File: src/rtl/priority_enc_arb.sv
// Registered N_REQ-way priority arbiter with one-hot grant, binary index and valid/ready handshake.
// Define PRIORITY_ENC_RR_EN for round-robin arbitration; otherwise fixed priority, bit 0 highest.
module priority_enc_arb #(
    parameter int N_REQ = 4,
    localparam int IDX_W = $clog2(N_REQ)
) (
    input  logic             clk_in,
    input  logic             rst_in,
    input  logic [N_REQ-1:0] req_in,
    input  logic             ready_in,
    output logic [N_REQ-1:0] gnt_out,
    output logic [IDX_W-1:0] idx_out,
    output logic             valid_out
);

    typedef enum logic {IDLE, HOLD} state_t;

    state_t           state_q, state_d;
    logic [N_REQ-1:0] gnt_q, gnt_d;
    logic [IDX_W-1:0] idx_q, idx_d;
    logic [IDX_W-1:0] win;
    logic             accept;
    logic             load;
    int               scan_base;

    // First set bit of req scanning base, base+1, ..., wrapping at N_REQ.
    function automatic logic [IDX_W-1:0] pick_winner(input logic [N_REQ-1:0] req,
                                                     input int base);
        logic [IDX_W-1:0] w;
        logic             hit;
        int               k;
        w   = '0;
        hit = 1'b0;
        for (int j = 0; j < N_REQ; j++) begin
            k = base + j;
            if (k >= N_REQ) k = k - N_REQ;
            if (!hit && req[k[IDX_W-1:0]]) begin
                hit = 1'b1;
                w   = IDX_W'(k);
            end
        end
        return w;
    endfunction

    assign accept = (state_q == HOLD) && ready_in;
    assign load   = (state_q == IDLE) || accept;

`ifdef PRIORITY_ENC_RR_EN
    logic [IDX_W-1:0] ptr_q, ptr_d;

    // On acceptance the new winner already scans from the advanced pointer,
    // so back-to-back grants rotate without repeating the accepted index.
    always_comb begin
        ptr_d = ptr_q;
        if (accept) begin
            if (int'(idx_q) == N_REQ - 1) ptr_d = '0;
            else                          ptr_d = IDX_W'(int'(idx_q) + 1);
        end
    end

    always_ff @(posedge clk_in) begin
        if (rst_in) ptr_q <= '0;
        else        ptr_q <= ptr_d;
    end

    assign scan_base = int'(ptr_d);
`else
    assign scan_base = 0;
`endif

    assign win = pick_winner(req_in, scan_base);

    always_comb begin
        state_d = state_q;
        gnt_d   = gnt_q;
        idx_d   = idx_q;
        if (load) begin
            if (|req_in) begin
                state_d    = HOLD;
                idx_d      = win;
                gnt_d      = '0;
                gnt_d[win] = 1'b1;
            end else begin
                state_d = IDLE;
                idx_d   = '0;
                gnt_d   = '0;
            end
        end
    end

    always_ff @(posedge clk_in) begin
        if (rst_in) begin
            state_q <= IDLE;
            gnt_q   <= '0;
            idx_q   <= '0;
        end else begin
            state_q <= state_d;
            gnt_q   <= gnt_d;
            idx_q   <= idx_d;
        end
    end

    assign gnt_out   = gnt_q;
    assign idx_out   = idx_q;
    assign valid_out = (state_q == HOLD);

endmodule

File: config.mk
export PLATFORM = sky130hd
export DESIGN_NAME = priority_enc_arb
export DESIGN_NICKNAME = d
export VERILOG_FILES = /design/src/rtl/priority_enc_arb.sv
export SDC_FILE = /design/constraint.sdc
export NUM_CORES = 1
export LEC_CHECK = 0
export CORE_AREA = 10 10 47 49
export CTS_CLUSTER_DIAMETER = 200
export DETAILED_ROUTE_END_ITERATION = 8
export DIE_AREA = 0 0 57 59
export GPL_ROUTABILITY_DRIVEN = 0
export PLACE_DENSITY = 0.61
export SYNTH_ARGS = -nofsm -noshare
export SYNTH_HDL_FRONTEND = slang
export SYNTH_SLANG_ARGS = --single-unit
File: constraint.sdc
create_clock -name clk_in -period 0.8 [get_ports clk_in]
set_input_delay 0.12 -clock clk_in [delete_from_list [all_inputs] [get_ports clk_in]]
set_output_delay 0.12 -clock clk_in [all_outputs]
set_load 0.1 [all_outputs]
# Word level (Yosys, flattened, before mapping)
# Cells that the tools add are included.
dict set report classes {
  n_lt_le_gt_ge 2
  muxes 11
  bitwise 1
  reduce_logical 10
}
# op n
set op_table {}
lappend op_table {{two-way mux 1 bit} 6}
lappend op_table {{two-way mux 2 bit} 3}
lappend op_table {{logical AND 1 bit} 5}
lappend op_table {{two-way mux 4 bit} 1}
lappend op_table {{OR reduction 4 bit} 1}
lappend op_table {{logical NOT 1 bit} 3}
lappend op_table {{< comparator 2 x 3 -> 1 bit, second input constant} 1}
lappend op_table {{demux 1 bit (select 2 bit)} 1}
lappend op_table {{>= comparator 2 x 1 -> 1 bit, second input constant} 1}
lappend op_table {{logical OR 1 bit} 1}
lappend op_table {{NOT 1 bit} 1}
dict set report totals {
  ff_bits 7
  inputBits 7
  out_inout_bits 7
  word_cells 27
}

# Depth between registers and ports, before layout
dict set report logic_depth {
  depth_word 15
  depth_mapped 3
  mapped_depth_nobuf 3
}

# Least setup slack after synthesis
# Ideal clock, no wire load.
dict set report synth_path {
  path_kind {reg-to-reg}
  from {reg state_q (netlist: valid_out)}
  to {reg gnt_q[2] (netlist: gnt_out[2])}
  setup_ns 0.119
  arrival_time_ns 1.541
  t_required_ns 0.681
  setup_slack_ns -0.860
  path_stages_with_launch 4
  n_path_buf 0
  synth_period_minus_slack_ns 1.660
  cell_sequence {dfxtp_1 nor2b_4 nor4_2 a22o_1}
}
dict set report synth_between {
  elab_chain_cells 2
  elab_cells_between_ends 3
  classes_between {bitwise: 1; reduce/logical: 2}
}
# element line
set synth_lines {}
lappend synth_lines {{start, declared} 18} ;# state_t state_q, state_d;
lappend synth_lines {{start signal, assigned} 97} ;# state_q <= state_d;
lappend synth_lines {{logical AND 1 bit or NOT 1 bit (tied branches)} {45, 46}}
lappend synth_lines {{logical OR 1 bit *} 46} ;# assign load = (state_q == IDLE) || accept;
lappend synth_lines {{end signal, assigned} 98} ;# gnt_q <= gnt_d;
lappend synth_lines {{end, declared} 19} ;# logic [N_REQ-1:0] gnt_q, gnt_d;
# Mark *: on every way between the ends. The rest lies on a longest branch, timed or not.
# A chain may end at the register's enable or synchronous reset.

# Worst setup path in the final report
dict set report layout_path {
  from {reg state_q (netlist: valid_out)}
  to {out valid_out}
}
# element line
set layout_lines {}
lappend layout_lines {{end, declared} 13} ;# output logic valid_out
# No word-level cell between the ends.

==> results by group <==
Detailed routing
  – Routed Wire Length: 959 microns
  – Vias: 317
  – Drt pass-1 iters: 4
  – Wire length per cell: 13.51 microns
  – Vias per cell: 4.465
  – Number of remaining DRC errors: 0
  – Antenna Violating Nets Remaining: 0
  – Initial DRC count: 5

Finish
  – Commonest non-fill, non-tap cell in the layout: buf_12
  – Layout Cells excl Fill: 71
  – Area grow syn2layout: 141.0%
  – Fin nets: 63
  – Design area: 669.4 sq um
  – Ant. Diodes: 0
  – Filler instances: 140
  – Layout cells sized above 1: 0.6545
  – Highest-count cells in the layout ignoring fill and taps: 7 x buf_12, 6 x buf_4, 4 x dfxtp_2, 4 x clkdlybuf4s50_1

Floorplan
  – Die Area: 3363 sq um
  – Ports: 14
  – Die height: 59 microns
  – Die Wd: 57 microns
  – Initial Utilization: 0.1982
  – CORE AREA: 1401 sq um
  – Rows: 14

Status
  – Failing checks: negative setup slack
  – Outcome: finished, violations left

Power
  – Pleak: 0.2814 nW
  – Final Power: 0.001050 W
  – Peak VDD IR: 841.5 uV
  – Pwr dens: 1568 nW/um^2

Logic synthesis
  – Syn Area/Cell: 9.578 sq um
  – Number of synthesized register bits: 7
  – Mapped Area: 277.8 sq um
  – Post-synth cell types: 14
  – Synth Instances: 29
  – Syn. warnings: 0
  – Seq/Total Area, Yosys: 0.5045
  – Syn Nets: 36

Clock network
  – Clock sinks: 7
  – CTS H-tree lvls: 1
  – Clock Latency Late Sink: 0.25 ns
  – Root Buffer Master: clkbuf_4
  – CTS tree: built
  – CTS buffer count: 3
  – Clock transition at the registers of the reported paths: 0.06 ns
  – Max Root-Sink Buffers: 2

Flow run
  – Max-capacitance violation count: 0

Timing
  – Final worst slack: -0.1865 ns
  – Final setup violating endpoints: 14
  – Max Freq: 1014 MHz
  – Slew @ Worst Pin: 0.2981 ns
  – Crit path time final: 0.9865 ns
  – Setup TNS: -1.700 ns
  – Slew headroom: 0.8013
  – Worst clock skew: 0.002011 ns
  – Final Max Tran Viols: 0
  – Final Hold Viols: 0
  – RSZ-0062 raised after global routing: yes
  – Fin crit share: 1.233

Setup path
  – Critical Path Fanout Max: 3
  – WP data required: 0.68 ns
  – Crit start category: register
  – Setup Crit Path Kind: reg2out
  – Worst path cell trace: buf_6 > buf_12
  – Critical path's slowest cell: dfxtp_4
  – WP data arrival: 0.87 ns
  – CP max stage delay: 0.35 ns
  – Critical Path Sink Type: primary output

Global route
  – First-pass GRT wire length: 1566 microns
  – Grt ovf: 0
  – GRT Resource Usage Total: 0.05915
  – Largest net degree at the start of global routing: 6
  – Antenna violations before repair: 0
  – Vias in the first global route: 345

Placement
  – Placement-stage cell area: 554.3 sq um
  – # port buffers: 13
  – Placed cells: 64

Worst hold path
  – Worst hold path class: in2reg
## cell usage after synthesis, drive strengths merged
library cell / count / area [sq um]
nand3b: 1 / 7.510
a22o: 3 / 26.28
nand2: 4 / 15.01
dfxtp: 7 / 140.1
nor3: 1 / 5.000
nor2: 3 / 13.77
inv: 1 / 3.750
nor4: 1 / 12.51
o211ai: 1 / 7.510
a21oi: 4 / 20.02
nand2b: 1 / 6.260
nor2b: 2 / 20.02
## state kept, by name, summed over array words and instances, names as in the netlist
signal and cells:
gnt_out 4, idx_out 2, valid_out 1
## layout make-up
class | instances | area [sq um] | area share
clock buffer | 4 | 26.28 | 0.03925
tap | 16 | 20.02 | 0.02991
timing repair buffer | 22 | 276.5 | 0.4131
multi-input combinational | 21 | 186.4 | 0.2785
inverter | 1 | 3.754 | 0.005607
sequential | 7 | 156.4 | 0.2336
## metrics by stage
step             util  hold WS (ns)  worst slack, ns
6_report       0.4777        0.3315          -0.1865
5_1_grt        0.4777        0.3521          -0.2128
4_1_cts        0.4589        0.3255          -0.1931
3_5_place_dp   0.3955        0.4703          -0.4783
3_3_place_gp   0.3955        0.4563          -0.4443
2_1_floorplan       -        0.1794          -0.3362
## cells by family after synthesis
group                  Yosys count  synth area share
AND/OR/NAND/NOR                 13            0.2883
buffers and inverters            1           0.01350
AO/OA/AOI/OAI                    8            0.1937
flip-flops                       7            0.5045
## routing by layer
layer | vias to the layer above | share of wire | global-route usage
li1 | 156 | - | -
met1 | 151 | 0.37 | 0.05806
met2 | 10 | 0.55 | 0.1023
met3 | 0 | 0.073 | 0.02790
met4 | 0 | 0 | 0.03020
met5 | - | 0 | 0
## report_power, final
group	internal, W	total, W	switching [W]
sequential	0.000363	0.000380	0.0000178
clock	0.000191	0.000329	0.000138
combinational	0.000148	0.000340	0.000192
## timing repair
item	4_1_cts	5_1_grt
gates resized for setup	13	5
pin swaps	7	6
hold buffers	0	0
buffers inserted	2	1
setup endpoints to repair	14	14
## final timing paths
path / start / end / slack, ns / cells after the start
hold / removal: rst_in / valid_out / 0.33 / 2
setup reg to reg: valid_out / gnt_out[2] / -0.16 / 3
setup / recovery: valid_out / valid_out / -0.19 / 2
hold reg to reg: gnt_out[3] / gnt_out[3] / 0.50 / 1
## critical path, delay by kind of cell, from the launching register on
| kind | cells | cell delay [ns] |
|---|---|---|
| DFF | 1 | 0.35 |
| buffers and inverters | 2 | 0.26 |
No activity file was read; power rests on OpenSTA's default activity.
